### src/rtl/vga_timing_pkg.sv
// Shared 640x480@60 timing constants, sync polarity and colour-bar palette
// for the VGA raster generator.
package vga_timing_pkg;

    localparam int VGA_H_ACTIVE = 640;
    localparam int VGA_H_FP     = 16;
    localparam int VGA_H_SYNC   = 96;
    localparam int VGA_H_BP     = 48;
    localparam int VGA_V_ACTIVE = 480;
    localparam int VGA_V_FP     = 10;
    localparam int VGA_V_SYNC   = 2;
    localparam int VGA_V_BP     = 33;

    localparam logic VGA_SYNC_ACTIVE = 1'b0;

    localparam int NUM_BARS = 8;
    localparam logic [23:0] BAR_WHITE   = 24'hFFFFFF;
    localparam logic [23:0] BAR_YELLOW  = 24'hFFFF00;
    localparam logic [23:0] BAR_CYAN    = 24'h00FFFF;
    localparam logic [23:0] BAR_GREEN   = 24'h00FF00;
    localparam logic [23:0] BAR_MAGENTA = 24'hFF00FF;
    localparam logic [23:0] BAR_RED     = 24'hFF0000;
    localparam logic [23:0] BAR_BLUE    = 24'h0000FF;
    localparam logic [23:0] BAR_BLACK   = 24'h000000;

    typedef struct packed {
        logic hs;
        logic vs;
        logic de;
    } sync_bits_t;

    function automatic logic [23:0] bar_color(input logic [2:0] idx);
        logic [23:0] c;
        case (idx)
            3'd0:    c = BAR_WHITE;
            3'd1:    c = BAR_YELLOW;
            3'd2:    c = BAR_CYAN;
            3'd3:    c = BAR_GREEN;
            3'd4:    c = BAR_MAGENTA;
            3'd5:    c = BAR_RED;
            3'd6:    c = BAR_BLUE;
            default: c = BAR_BLACK;
        endcase
        return c;
    endfunction

endpackage

### src/rtl/vga_sync_delay.sv
// Parameterised width/depth shift line with synchronous clear to a
// configurable idle value; keeps sync/blank aligned with renderer latency.
module vga_sync_delay #(
    parameter int               WIDTH       = 1,
    parameter int               DEPTH       = 1,
    parameter logic [WIDTH-1:0] CLEAR_VALUE = '0
) (
    input  logic             clk,
    input  logic             srst,
    input  logic [WIDTH-1:0] i_d,
    output logic [WIDTH-1:0] o_q
);

    logic [WIDTH-1:0] w_tap [DEPTH+1];

    assign w_tap[0] = i_d;

    genvar gi;
    generate
        for (gi = 0; gi < DEPTH; gi++) begin : g_stage
            logic [WIDTH-1:0] r_q;

            always_ff @(posedge clk) begin
                if (srst) begin
                    r_q <= CLEAR_VALUE;
                end else begin
                    r_q <= w_tap[gi];
                end
            end

            assign w_tap[gi+1] = r_q;
        end
    endgenerate

    assign o_q = w_tap[DEPTH];

endmodule

### src/rtl/vga_timing_controller.sv
// VGA raster counters plus sync/blank re-alignment with the renderer's RGB.
// Optional built-in colour bars when VGA_TEST_PATTERN_EN is defined.
module vga_timing_controller
    import vga_timing_pkg::*;
#(
    parameter int   H_ACTIVE    = VGA_H_ACTIVE,
    parameter int   H_FP        = VGA_H_FP,
    parameter int   H_SYNC      = VGA_H_SYNC,
    parameter int   H_BP        = VGA_H_BP,
    parameter int   V_ACTIVE    = VGA_V_ACTIVE,
    parameter int   V_FP        = VGA_V_FP,
    parameter int   V_SYNC      = VGA_V_SYNC,
    parameter int   V_BP        = VGA_V_BP,
    parameter logic SYNC_ACTIVE = VGA_SYNC_ACTIVE,
    parameter int   PIPE_DELAY  = 1
) (
    input  logic        VGA_clk,
    input  logic        rst,
    output logic [15:0] X,
    output logic [15:0] Y,
    output logic        display_on,
    output logic        frame_tick,
    input  logic [23:0] RGB,
    input  logic        test_mode,
    output logic [7:0]  VGA_R,
    output logic [7:0]  VGA_G,
    output logic [7:0]  VGA_B,
    output logic        VGA_HS,
    output logic        VGA_VS,
    output logic        VGA_BLANK_N,
    output logic        VGA_SYNC_N
);

    localparam int H_TOTAL = H_ACTIVE + H_FP + H_SYNC + H_BP;
    localparam int V_TOTAL = V_ACTIVE + V_FP + V_SYNC + V_BP;

    localparam logic [15:0] H_LAST   = 16'(H_TOTAL - 1);
    localparam logic [15:0] V_LAST   = 16'(V_TOTAL - 1);
    localparam logic [15:0] H_ACT    = 16'(H_ACTIVE);
    localparam logic [15:0] V_ACT    = 16'(V_ACTIVE);
    localparam logic [15:0] HS_START = 16'(H_ACTIVE + H_FP);
    localparam logic [15:0] HS_END   = 16'(H_ACTIVE + H_FP + H_SYNC);
    localparam logic [15:0] VS_START = 16'(V_ACTIVE + V_FP);
    localparam logic [15:0] VS_END   = 16'(V_ACTIVE + V_FP + V_SYNC);

    localparam logic       SYNC_IDLE  = ~SYNC_ACTIVE;
    localparam sync_bits_t SYNC_CLEAR = '{hs: SYNC_IDLE, vs: SYNC_IDLE, de: 1'b0};

    logic [15:0] r_x;
    logic [15:0] r_y;
    sync_bits_t  w_raw;
    sync_bits_t  w_dly;
    logic [23:0] w_color;
    logic [23:0] r_rgb;
    logic        r_hs;
    logic        r_vs;
    logic        r_blank_n;

    always_ff @(posedge VGA_clk) begin
        if (rst) begin
            r_x <= '0;
            r_y <= '0;
        end else if (r_x == H_LAST) begin
            r_x <= '0;
            r_y <= (r_y == V_LAST) ? 16'd0 : r_y + 16'd1;
        end else begin
            r_x <= r_x + 16'd1;
        end
    end

    assign X          = r_x;
    assign Y          = r_y;
    assign display_on = (r_x < H_ACT) && (r_y < V_ACT);
    assign frame_tick = (r_x == 16'd0) && (r_y == V_ACT);

    always_comb begin
        w_raw    = SYNC_CLEAR;
        w_raw.hs = (r_x >= HS_START && r_x < HS_END) ? SYNC_ACTIVE : SYNC_IDLE;
        w_raw.vs = (r_y >= VS_START && r_y < VS_END) ? SYNC_ACTIVE : SYNC_IDLE;
        w_raw.de = display_on;
    end

    // Match the renderer's X/Y -> RGB latency so sync, blank and colour coincide.
    vga_sync_delay #(
        .WIDTH      ($bits(sync_bits_t)),
        .DEPTH      (PIPE_DELAY),
        .CLEAR_VALUE(SYNC_CLEAR)
    ) u_sync_delay (
        .clk (VGA_clk),
        .srst(rst),
        .i_d (w_raw),
        .o_q (w_dly)
    );

`ifdef VGA_TEST_PATTERN_EN
    localparam logic [15:0] BAR_W = 16'(H_ACTIVE / NUM_BARS);

    logic [15:0] w_bar_quot;
    logic [2:0]  w_bar_idx;
    logic [2:0]  w_bar_idx_dly;

    assign w_bar_quot = r_x / BAR_W;
    assign w_bar_idx  = (w_bar_quot >= 16'(NUM_BARS)) ? 3'(NUM_BARS - 1) : w_bar_quot[2:0];

    vga_sync_delay #(
        .WIDTH      (3),
        .DEPTH      (PIPE_DELAY),
        .CLEAR_VALUE(3'd0)
    ) u_bar_delay (
        .clk (VGA_clk),
        .srst(rst),
        .i_d (w_bar_idx),
        .o_q (w_bar_idx_dly)
    );

    assign w_color = test_mode ? bar_color(w_bar_idx_dly) : RGB;
`else
    logic w_unused_test_mode;
    assign w_unused_test_mode = test_mode;
    assign w_color            = RGB;
`endif

    always_ff @(posedge VGA_clk) begin
        if (rst) begin
            r_rgb     <= '0;
            r_hs      <= SYNC_IDLE;
            r_vs      <= SYNC_IDLE;
            r_blank_n <= 1'b0;
        end else begin
            r_rgb     <= w_dly.de ? w_color : 24'd0;
            r_hs      <= w_dly.hs;
            r_vs      <= w_dly.vs;
            r_blank_n <= w_dly.de;
        end
    end

    assign VGA_R       = r_rgb[23:16];
    assign VGA_G       = r_rgb[15:8];
    assign VGA_B       = r_rgb[7:0];
    assign VGA_HS      = r_hs;
    assign VGA_VS      = r_vs;
    assign VGA_BLANK_N = r_blank_n;
    assign VGA_SYNC_N  = 1'b0;

endmodule

### config.mk
export PLATFORM = sky130hd
export DESIGN_NAME = vga_timing_controller
export DESIGN_NICKNAME = d
export VERILOG_FILES = /design/src/rtl/vga_timing_pkg.sv /design/src/rtl/vga_sync_delay.sv /design/src/rtl/vga_timing_controller.sv
export SDC_FILE = /design/constraint.sdc
export NUM_CORES = 1
export LEC_CHECK = 0
export ABC_AREA = 1
export BUFFER_PORTS_ARGS = -buffer_cell sky130_fd_sc_hd__buf_2
export CAP_MARGIN = 20
export CORE_MARGIN = 2
export CORE_UTILIZATION = 45
export CTS_CLUSTER_SIZE = 40
export DETAILED_ROUTE_END_ITERATION = 8
export PLACE_DENSITY = 0.72
export SLEW_MARGIN = 20
export SYNTH_ARGS = -nofsm -noshare
export SYNTH_HDL_FRONTEND = slang
export SYNTH_HIERARCHICAL = 1
export SYNTH_SLANG_ARGS = --single-unit
### constraint.sdc
create_clock -name VGA_clk -period 2.5 [get_ports VGA_clk]
set_input_delay 0.25 -clock VGA_clk [delete_from_list [all_inputs] [get_ports VGA_clk]]
set_output_delay 0.25 -clock VGA_clk [all_outputs]
set_load 0.05 [all_outputs]
* Word-level counts from Yosys, hierarchy flattened *
Index checks and enable logic that the tools add are counted.

word-level totals
  flip-flop bits (word level) = 62
  output and inout port bits = 62

operators by class
  reductions and logical operators = 7
  bitwise logic cells = 1
  equal/unequal tests = 3
  $lt $le $gt $ge = 6
  add/subtract/negate cells = 2
  multiplexer cells = 3

operators with widths
  kind                                                                      count
  16-bit by 1-bit adder with 16-bit output (second input constant)          2
  16-bit by 10-bit == test with 1-bit output (second input constant)        2
  16-bit by 10-bit < comparator with 1-bit output (second input constant)   2
  16-bit by 9-bit < comparator with 1-bit output (second input constant)    2
  16-bit by 9-bit == test with 1-bit output (second input constant)         1
  16-bit by 10-bit >= comparator with 1-bit output (second input constant)  1
  16-bit by 9-bit >= comparator with 1-bit output (second input constant)   1
  16-bit zero test                                                          1
  16-bit 2-to-1 mux                                                         1
  1-bit logical AND                                                         4
  2-bit OR reduction                                                        2
  1-bit 2-to-1 mux                                                          2
  1-bit inverter                                                            1

* Logic depth before layout (Yosys ltp) *
Gate-level depths: netlist of run 1.

  word-level depth = 3
  depth in mapped cells = 11

* Modules after synthesis *
Netlist of run 1, hierarchy kept.

modules (own cells, without submodules)
  module                 cells each  times used  area an instance (sq um)  sequential area each (sq um)
  vga_timing_controller  399         1           2743.9                    1181.1
  vga_sync_delay         10          1           86.3                      60.1

* Worst setup path after synthesis of run 1 *
No wires, ideal clock.

  path kind = reg2out
  start point = reg r_y[5] (netlist: Y[5])
  end point = out frame_tick
  path slack = 320 ps
  buffers on the path = 0
  stages on the path, launching flop included = 5
  data arrival time = 1930 ps
  data required time = 2250 ps
  cells stage by stage = dfxtp_1 nand2_1 nor2_1 nand4_1 nor2_1

on the way
  cells in the longest elaborated chain, start to end = 2

RTL lines
  element                                    RTL line                     text
  start: declaration                         vga_timing_controller.sv:50  logic [15:0] r_y;
  start signal: assignment                   vga_timing_controller.sv:65  r_y <= (r_y == V_LAST) ? 16'd0 : r_y + 16'd1;
  16-bit by 9-bit == test with 1-bit output  vga_timing_controller.sv:74  assign frame_tick = (r_x == 16'd0) && (r_y == V_ACT);
  1-bit logical AND                          vga_timing_controller.sv:74
  end: declaration                           vga_timing_controller.sv:22  output logic frame_tick,

Every way passes these cells.

* Worst setup path in the final report of run 1 *
Same ends and word-level chain as after synthesis.

==> results of run 1 <==
## stage by stage
stage               instances  utilization [%]  hold slack (ns)
finish                    582            58.71           0.1145
global route              582            58.71           0.1038
CTS                       582            58.71           0.1060
detailed placement        566            55.56           0.3957
global placement          566            55.56           0.3952
floorplan                 409                -           0.3191
## logic make-up (layout without fill, tap and decap cells)
| group | after synthesis | count (layout) |
|---|---|---|
| AO/OA/AOI/OAI | 32 | 32 |
| XOR/XNOR | 4 | 4 |
| adder cells (fa/ha/maj) | 4 | 4 |
| buffers and inverters | 82 | 180 |
| flip-flops | 62 | 62 |
| other | 1 | 1 |
| AND/OR/NAND/NOR | 224 | 224 |
## critical path: cells and delay by family (launching register included)
kind                   cells  cell delay, ns
buffers and inverters      1            0.28
and+or+nand+nor            4            0.79
DFF                        1            0.46
## routing by layer
layer / vias to the layer above / global-route usage [%] / routed length (um)
met5: - / 0 / 0
li1: 1450 / - / -
met4: 0 / 8.644 / 163
met2: 96 / 33.14 / 3328
met1: 1260 / 25.93 / 2992
met3: 17 / 5.467 / 433
## power groups by stage
stage	clock network (mW)	logic, mW	registers [mW]
detailed placement	0	0.164	1.04
CTS	0.875	0.164	1.02
floorplan	0	0.0424	1.11
global route	0.927	0.177	1.02
finish	0.864	0.163	1.02
global placement	0	0.162	1.04
## area by class of cell
| cell class | count | area, um^2 |
|---|---|---|
| inverters | 76 | 285.3 |
| flip-flops and latches | 62 | 1241 |
| multi-input cells | 265 | 1262 |
| well taps | 75 | 93.84 |
| repair buffers | 88 | 445.4 |
| clock buffers | 10 | 127.6 |
| fillers | 570 | 2474 |
| clock inverters | 6 | 61.31 |
## final timing paths
kind / start / to / slack [ns] / cells after the start
worst max-delay path: Y[5] / frame_tick / 0.39 / 5
worst min-delay path: RGB[19] / r_rgb[19] / 0.11 / 3
worst max register to register: X[0] / Y[6] / 0.82 / 8
worst min register to register: u_sync_delay/o_q[1] / VGA_VS / 0.41 / 1
## cells in the mapped netlist, types with 3 or more instances
| library cell | instances |
|---|---|
| a21oi_1 | 18 |
| buf_2 | 3 |
| dfxtp_1 | 62 |
| ha_1 | 4 |
| inv_1 | 73 |
| inv_2 | 3 |
| nand2_1 | 75 |
| nand2_2 | 6 |
| nand3_1 | 30 |
| nand4_1 | 9 |
| nor2_1 | 81 |
| nor2_2 | 4 |
| nor2_4 | 4 |
| nor3_1 | 7 |
| o21ai_0 | 8 |
| xor2_1 | 4 |
## registers in the layout, summed over array words and instances (netlist names)
name / count
r_rgb: 24
X: 16
Y: 16
u_sync_delay/o_q: 3
VGA_BLANK_N: 1
VGA_HS: 1
VGA_VS: 1
==> results.md, run 1 <==
* Die X-Extent at between 80 and 90 um
* Syn Area/Cell at roughly 7 um^2
* CP max FO at 7
* DP HPWL at a little over 5000 um
* Setup TNS at 0 ns
* Synth Flop Type: dfxtp_1
* Post-Syn Instances at a little over 400
* Clk_skew at between 0.004 and 0.005 ns
* N_diodes at 0
* Post-Layout Inst Area at between 0.003 and 0.004 mm^2
* # IOs at 89
* Synth Area in Compound Gates at 6.410%
* Status: finished clean
* Ys Warns at 6
* Synth Area in Simple Gates at a little over a third
* Mux cell area share after synthesis at 0%
* Routed Antenna Nets at 0
* WL final at between 6000 and 7000 um
* Fin. Hold Viols at 0
* Share of layout cells above drive strength 1 at 24.65%
* First-pass GRT wire length at between 10000 and 15000 um
* Worst-Skew Late Latency at ~0.34 ns
* Vias in the first global route at about 2500
* DP Area at roughly 0.0033 mm^2
* Most used cell, CP: nor2_1
* Core ar. at about 0.0060 mm^2
* Num CTS Buffers at 9
* Synth area leaders: dfxtp_1 44%, nor2_1 11%, nand2_1 9.9%
* DRT Pass-1 Iters at 5
* Port buffer count at 86
* Async set-reset flop share out of synthesis at 0%
* Critical Path Max Stage Delay at 0.46 ns
* # DRC at 0
* Final WS setup at ~0.39 ns
* Max-slew headroom at a little under 50%
* Most frequent cells in the layout: 86 x buf_2, 81 x nor2_1, 75 x nand2_1
* Clk buf depth at 2
* Startpoint class of the critical path: flip-flop
* VDD IR-drop max at ~0.36 mV
* Internal at about 1.5 mW
* CTS clk-pin slew, worst paths at around 0.080 ns
* Area Overhead vs Synth at 24.27%
* Crit-path cells: nand2_1 -> nor2_1 -> nand4_1 -> nor2_1 -> buf_2
* RSZ-0062 raised after global routing: false
* Final nets at approximately 530
* Antenna violations before repair at 0
* Via Count at 2823
* Total power at approximately 2.0 mW
* Post-Synth XOR/XNOR Area at between 1 and 1.5%
* Die height at between 80 and 90 um
* Net Sw Frac at between 20% and 30%
* Adder-cell share of the synthesized area at under 10%
* H-tree Lvls at 3
* EDFF count, synth at 0
* Via density at ~4.9
* Critical Path RT at ~2.3 ns
* CTS tree: yes
* Register bit total from synthesis at slightly above 60
* Worst-margin pin slew at ~0.76 ns
* Pwr dens at between 500 and 600 mW/mm^2
* Cell Area, Synth at between 0.002 and 0.003 mm^2
* Fin crit period at 2.114 ns
* Final RePlAce weighted congestion at 0.9223
* Die ar. at 0.006940 mm^2
* Commonest non-fill, non-tap cell in the layout: buf_2
* Pre-CTS setup slack at about 0.78 ns
* Register share of total power at 49.7%
* Logic pwr share at around 8%
* Critical path class: flip-flop to output port
* Maxcap violations at 0
* Lkg Pwr at about 1.8 nW
* Rows at 28
* CP max stage cell: dfxtp_1
* Area leader, netlist: dfxtp_1
* Final setup viols at 0
* WL/cell at ~12 um
* Total Routing Usage GR at between 20% and 30%
* Hold_buf cts at 0
* Total congestion overflow at 0
* Clock share of power at a little over two fifths
* # Post-CTS Setup Buffers at 0
* Clock root buffer master: clkbuf_8
* Initial Util at 47.24%
* Post-CTS Resized at 0
* Share of Yosys cell area claimed by the top area cell type at between 40% and 50%
* Distinct cell type count after synthesis at 29
* DR iter-0 viols at around 170
* Fmax at about 0.47 GHz
* Net switching power at about 0.53 mW
* Register area share after synthesis at a little over two fifths
* Slew Limit Fails at 0
* Tightest Hold Check Type: input pin to flip-flop
* Clock tree sinks at 62
* Syn nets at 440
* Largest family of logic cells by synthesized area: simple AND/OR/NAND/NOR gates
* Critical path endpoint category: output port
* Largest net degree at the start of global routing at 26
* Final period utilization at a little over four fifths
* Data arrival, critical path at about 1.9 ns
(Power assumes the default switching activity.)
==> inputs of run 2 (changes only) <==
clock period = 2 ns   (was 2.5 ns; I/O delays follow)
==> run 2 against run 1 <==
Critical path depth grew 1. First-iteration DRC count shrank 38%. Sequential share of layout area shrank 0.79 points. Non-clock buffer count grew 2. Worst hold slack lost 0.055 ns. Via count shrank 0.50%. Largest power group unchanged. Design area grew 2.3%. Sequential power grew 25%. Largest cell class unchanged. Sequential cell count is the same.
==> results.md, run 2 (synthesized netlist as in run 1, its figures left out) <==
* Register share of total power at 46.2% (was 49.7%)
* N_diodes at 0 (unchanged)
* Maxcap violations at 0 (unchanged)
* Reg2reg setup slack at 0.33 ns (was 0.82 ns)
* Final setup viols at 0 (unchanged)
* Pre-CTS setup slack at 0.3773 ns (was 0.7758 ns)
* DR iter-0 viols at 103 (was 165)
* Reg-to-reg endpoint: Y[6] (unchanged)
* Via Count at 2809 (was 2823)
* Tightest Hold Check Type: input pin to flip-flop (unchanged)
* Via density at 4.810 (was 4.851)
* Clock tree sinks at 62 (unchanged)
* Net switching power at 0.6912 mW (was 0.5337 mW)
* Clock root buffer master: clkbuf_8 (unchanged)
* First-pass GRT wire length at 11640 um (was 11690 um)
* Largest net degree at the start of global routing at 26 (unchanged)
* Worst r2r src: X[0] (unchanged)
* Clk buf depth at 2 (unchanged)
* Worst-Skew Late Latency at 0.34 ns (about the same)
* H-tree Lvls at 3 (unchanged)
* Port buffer count at 86 (unchanged)
* Routed Antenna Nets at 0 (unchanged)
* DP HPWL at 5330 um (was 5189 um)
* Status: finished clean (unchanged)
* Final RePlAce weighted congestion at 0.9040 (was 0.9223)
* Final nets at 535 (was 533)
* Num CTS Buffers at 9 (unchanged)
* CTS tree: yes (unchanged)
* CTS clk-pin slew, worst paths at 0.08 ns (about the same)
* Final period utilization at roughly 94%
* # Post-CTS Setup Buffers at 0 (unchanged)
* Die height at 83.31 um (unchanged)
* Number of fill cells at 550 (was 570)
* Most frequent cells in the layout: 84 x buf_2, 80 x nor2_1, 74 x nand2_1 (was 86 x buf_2, 81 x nor2_1, 75 x nand2_1)
* WHS Endpoint: r_rgb[18] (was r_rgb[19])
* Hold_ws at 0.05979 ns (was 0.1145 ns)
* Data arrival, critical path at 1.68 ns (was 1.86 ns)
* Initial Util at 47.24% (unchanged)
* Slew Limit Fails at 0 (unchanged)
* Commonest non-fill, non-tap cell in the layout: buf_2 (unchanged)
* WHS Path Cells at 3 (unchanged)
* Net Sw Frac at 25.14% (was 26.12%)
* Total Routing Usage GR at 20.58% (was 20.55%)
* # DRC at 0 (unchanged)
* Fin. Hold Viols at 0 (unchanged)
* WL final at 7056 um (was 6918 um)
* VDD IR-drop max at 0.6752 mV (was 0.3600 mV)
* Clock share of power at 46.3% (was 42.3%)
* Placed insts at 568 (was 566)
* CP max FO at 7 (unchanged)
* Critical Path RT at 1.80 ns (was 2.25 ns)
* WL/cell at 12.08 um (was 11.89 um)
* Startpoint class of the critical path: flip-flop (unchanged)
* Pwr dens at 764.3 mW/mm^2 (was 581.0 mW/mm^2)
* Fin crit period at 1.880 ns
* Clk_skew at 0.009005 ns (was 0.004601 ns)
* Final WS setup at 0.1195 ns (was 0.3856 ns)
* Die X-Extent at 83.31 um (unchanged)
* Vias in the first global route at 2610 (was 2543)
* Hold Startpoint: RGB[18] (was RGB[19])
* Layout Cells excl Fill at 584 (was 582)
* Critical path class: flip-flop to output port (unchanged)
* Total congestion overflow at 0 (unchanged)
* Max FFs per register at 24 (unchanged)
* Logic pwr share at 7.5% (was 8.0%)
* Share of layout cells above drive strength 1 at 25.93% (was 24.65%)
* Most flop-heavy register: r_rgb (unchanged)
* # IOs at 89 (unchanged)
* Lkg Pwr at 1.789 nW (was 1.762 nW)
* Internal at 2.058 mW (was 1.510 mW)
* DRT Pass-1 Iters at 4 (was 5)
* Worst r2r path cells at 8 (unchanged)
* Rows at 28 (unchanged)
* Core ar. at 0.005991 mm^2 (unchanged)
* Fmax at between 0.5 and 0.6 GHz
* Die ar. at 0.006940 mm^2 (unchanged)
* Total power at 2.749 mW (was 2.043 mW)
* Antenna violations before repair at 0 (unchanged)
* Area Overhead vs Synth at 27.10% (was 24.27%)
* Critical path endpoint category: output port (unchanged)
-- run 2: power groups by stage --
stage               Sequential (mW)  Clock, mW  Combinational [mW]
floorplan                      1.39          0              0.0530
global placement               1.30          0               0.204
detailed placement             1.30          0               0.207
CTS                            1.27       1.29               0.208
global route                   1.27       1.35               0.221
finish                         1.27       1.27               0.206
-- run 2: per-stage QoR --
step	instance area [um^2]	TNS (ns)	util (%)
floorplan	2836	0	-
global placement	3349	0	55.91
detailed placement	3349	0	55.91
CTS	3580	0	59.75
global route	3597	-0.005623	60.05
finish	3597	0	60.05
-- run 2: metal layers --
metal,track usage (%),vias to the layer above,part of all wire (%)
met2,34.09,65,50
met1,24.98,1283,44
met5,0,-,0
met4,9.836,0,1.3
li1,-,1451,-
met3,5.070,10,5.4
-- run 2: worst max-delay path by stage --
stage / endpoint / slack (ns) / start / depth (start not counted)
2_1_floorplan: frame_tick / 0.08 / Y[5] / 4
3_3_place_gp: Y[6] / 0.38 / X[0] / 8
3_5_place_dp: Y[6] / 0.38 / X[0] / 8
4_1_cts: display_on / 0.05 / Y[11] / 6
5_1_grt: display_on / -0.006 / X[10] / 6
6_report: display_on / 0.12 / Y[11] / 6
-- run 2: repair_timing --
item | 4_1_cts | 5_1_grt
setup endpoints to repair | 0 | 2
resized for setup | 0 | 6
hold buffers | 0 | 0
-- run 2: layout make-up --
cell class,count,area [um^2],area share [%]
clock buffer,10,137.6,3.826
clock inverter,6,92.59,2.574
multi-input combinational,265,1277,35.51
inverter,76,285.3,7.930
sequential,62,1241,34.50
tap,75,93.84,2.609
timing repair buffer,90,469.2,13.04
-- run 2: critical path: stages (launching register included) --
cell and delay (ns):
dfxtp_1 0.37, nor2_1 0.16, nand2_1 0.10, nor2_1 0.20
nand3_1 0.14, a21oi_2 0.18, buf_6 0.19
==> inputs of run 3 (changes only) <==
ABC_AREA = unset   (was 1)
PLACE_DENSITY = 0.73   (was 0.72)
==> run 3 against run 2 <==
The flow now finishes with violations (setup timing). Setup slack got worse by 0.25 ns. Highest routed layer unchanged. Clock-buffer cell count fell by 1. Combinational power grew 2%. Critical path type unchanged. Critical path depth is 1 lower.
==> results.md, run 3 <==
* Setup TNS at -0.1346 ns (was 0 ns)
* Pwr dens at 737.2 mW/mm^2 (was 764.3 mW/mm^2)
* Die height at 80.00 um (was 83.31 um)
* Final period utilization at 106.7% (was 94.02%)
* Status: finished with violations (was finished clean)
* Total power at 2.562 mW (was 2.749 mW)
* Final nets at 413 (was 535)
* Post-Layout Inst Area at 0.003476 mm^2 (was 0.003597 mm^2)
* Largest family of logic cells by synthesized area: simple AND/OR/NAND/NOR gates (unchanged)
* Area leader, netlist: dfxtp_1 (unchanged)
* Register area share after synthesis at 47.76% (was 43.85%)
* Area Overhead vs Synth at 33.75% (was 27.10%)
* Die X-Extent at 80.00 um (was 83.31 um)
* CTS tree: yes (unchanged)
* WL/cell at 13.69 um (was 12.08 um)
* Vias in the first global route at 2177 (was 2610)
* EDFF count, synth at 0 (unchanged)
* Adder-cell share of the synthesized area at 1.926% (was 1.768%)
* Clock root buffer master: clkbuf_8 (unchanged)
* RSZ-0062 raised after global routing: true
* Core ar. at 0.005540 mm^2 (was 0.005991 mm^2)
* Ys Warns at 6 (unchanged)
* Async set-reset flop share out of synthesis at 0% (unchanged)
* Initial Util at 46.91% (was 47.24%)
* Most frequent cell after synthesis: dfxtp_1 (was nor2_1)
* Share of layout cells above drive strength 1 at 38.76% (was 25.93%)
* Most frequent cells in the layout: 84 x buf_2, 49 x dfxtp_1, 24 x and2_1 (was 84 x buf_2, 80 x nor2_1, 74 x nand2_1)
* Synth Area in Compound Gates at 8.811% (was 6.410%)
* Routed Antenna Nets at 0 (unchanged)
* WL final at 6284 um (was 7056 um)
* Number of fill cells at 471 (was 550)
* Synth area leaders: dfxtp_1 48%, and2_1 5.8%, nand4_1 3.6% (was dfxtp_1 44%, nor2_1 11%, nand2_1 9.9%)
* Post-Synth XOR/XNOR Area at 4.044% (was 1.238%)
* Maxcap violations at 0 (unchanged)
* Max-slew headroom at ~54%
* Mux cell area share after synthesis at 0.4333% (was 0%)
* Register bit total from synthesis at 62 (unchanged)
* Critical path endpoint category: output port (unchanged)
* Slew Limit Fails at 0 (unchanged)
* CTS clk-pin slew, worst paths at 0.07 ns (was 0.08 ns)
* Final WS setup at -0.1346 ns (was 0.1195 ns)
* Failing checks: setup timing
* Startpoint class of the critical path: flip-flop (unchanged)
* Critical Path RT at 1.80 ns (about the same)
* Port buffer count at 86 (unchanged)
* Max FFs per register at 24 (unchanged)
* Worst-Skew Late Latency at 0.33 ns (was 0.34 ns)
* Most flop-heavy register: r_rgb (unchanged)
* Fmax at 0.4685 GHz (was 0.5318 GHz)
* Cell Area, Synth at 0.002599 mm^2 (was 0.002830 mm^2)
* Share of Yosys cell area claimed by the top area cell type at 47.76% (was 43.85%)
* DP HPWL at 4468 um (was 5330 um)
* Clock tree sinks at 62 (unchanged)
* Lkg Pwr at 1.553 nW (was 1.789 nW)
* Hold_ws at 0.06148 ns (was 0.05979 ns)
* # DRC at 0 (unchanged)
* Distinct cell type count after synthesis at 46 (was 29)
* Via density at 5.281 (was 4.810)
* Fin crit period at 2.135 ns (was 1.880 ns)
* DP Area at 0.003238 mm^2 (was 0.003349 mm^2)
* DR iter-0 viols at 136 (was 103)
* Syn nets at 313 (was 440)
* Synth Area in Simple Gates at 32.84% (was 35.06%)
* Total congestion overflow at 0 (unchanged)
* Pre-CTS setup slack at 0.04678 ns (was 0.3773 ns)
* H-tree Lvls at 3 (unchanged)
* VDD IR-drop max at 0.4841 mV (was 0.6752 mV)
* Post-Syn Instances at 282 (was 409)
* Data arrival, critical path at 1.93 ns (was 1.68 ns)
* Final setup viols at 1 (was 0)
* Tightest Hold Check Type: input pin to flip-flop (unchanged)
* Fin. Hold Viols at 0 (unchanged)
* DRT Pass-1 Iters at 5 (was 4)
* Synth Flop Type: dfxtp_1 (unchanged)
* Critical path class: flip-flop to output port (unchanged)
* # IOs at 89 (unchanged)
* Final RePlAce weighted congestion at 0.8411 (was 0.9040)
* Die ar. at 0.006399 mm^2 (was 0.006940 mm^2)
* Num CTS Buffers at 9 (unchanged)
* Total Routing Usage GR at 20.19% (was 20.58%)
* Rows at 27 (was 28)
* Worst-margin pin slew at ~0.68 ns
* Commonest non-fill, non-tap cell in the layout: buf_2 (unchanged)
* CP max FO at 2 (was 7)
* Largest net degree at the start of global routing at 26 (unchanged)
* Antenna violations before repair at 0 (unchanged)
* Via Count at 2424 (was 2809)
* Syn Area/Cell at 9.215 um^2 (was 6.920 um^2)
* First-pass GRT wire length at 10050 um (was 11640 um)
* Clk_skew at 0.007657 ns (was 0.009005 ns)
* Reg2reg setup slack at 0.13 ns (was 0.33 ns)
* Synth cell count leaders: 62 x dfxtp_1, 24 x and2_1, 19 x nor2_1 (was 81 x nor2_1, 75 x nand2_1, 73 x inv_1)
* N_diodes at 0 (unchanged)
* Clk buf depth at 2 (unchanged)
run 3: cell types whose count changed in the layout (fill, tap and decap cells not counted), moves of 16 or more:
cell     previous run  this run
inv_1              73         8
nor2_1             80        19
nand2_1            74        14
and2_1              0        24
nand3_1            30        13
buf_4               4        20
run 3: kinds of logic (layout without fill, tap and decap cells):
logic type                 Yosys count  in the layout
xor gates and xnor gates            12             12
and+or+nand+nor                    141            141
buffers and inverters               25            130
adders and majority gates            4              4
muxes                                1              1
AOI/OAI and AO/OA                   36             36
other                                1              1
DFF                                 62             62
run 3: path summary, 6_finish.rpt:
check / start / endpoint / cells after the start
hold / removal: RGB[4] / r_rgb[4] / 2
setup reg to reg: Y[0] / Y[12] / 7
hold reg to reg: u_sync_delay/o_q[1] / VGA_VS / 1
setup / recovery: Y[10] / frame_tick / 5
run 3: stage by stage:
step	instances	utilization, %
after floorplan	282	-
after global placement	441	58.40
after detailed placement	441	58.45
after CTS	459	62.49
after global routing	459	62.74
final	459	62.74
run 3: layout make-up:
| class | instances | area (um^2) | share of cell area, % |
|---|---|---|---|
| clock inverters | 7 | 72.57 | 2.088 |
| repair buffers | 106 | 593.1 | 17.06 |
| well taps | 72 | 90.09 | 2.592 |
| multi-input cells | 195 | 1304 | 37.51 |
| flip-flops and latches | 62 | 1262 | 36.32 |
| inverters | 8 | 30.03 | 0.8639 |
| clock buffers | 9 | 123.9 | 3.564 |
run 3: repair_timing:
action                     in CTS  in global routing
buffers inserted                2                  0
pin swaps                       3                  1
gates resized for setup         4                  4
hold buffers                    0                  0
setup endpoints to repair       1                  9
run 3: where the power goes:
group	total [mW]	switching, mW	internal, mW
sequential	1.27	0.0120	1.26
combinational	0.211	0.149	0.0615
clock	1.08	0.503	0.577
total	2.56	0.664	1.90
run 3: per-layer routing:
metal / up-vias / share of wire (%) / GRT usage (%)
li1: 1209 / - / -
met1: 1109 / 45 / 25.83
met2: 98 / 46 / 32.42
met3: 8 / 8.2 / 4.977
met4: 0 / 1.2 / 8.305
met5: - / 0 / 0
run 3: worst max-delay path, cell delays in order (launching register included):
cell and delay [ns]:
dfxtp_4 0.35, nor4_4 0.30, nand2_1 0.11, or4_4 0.45, nor4_4 0.18, buf_6 0.20
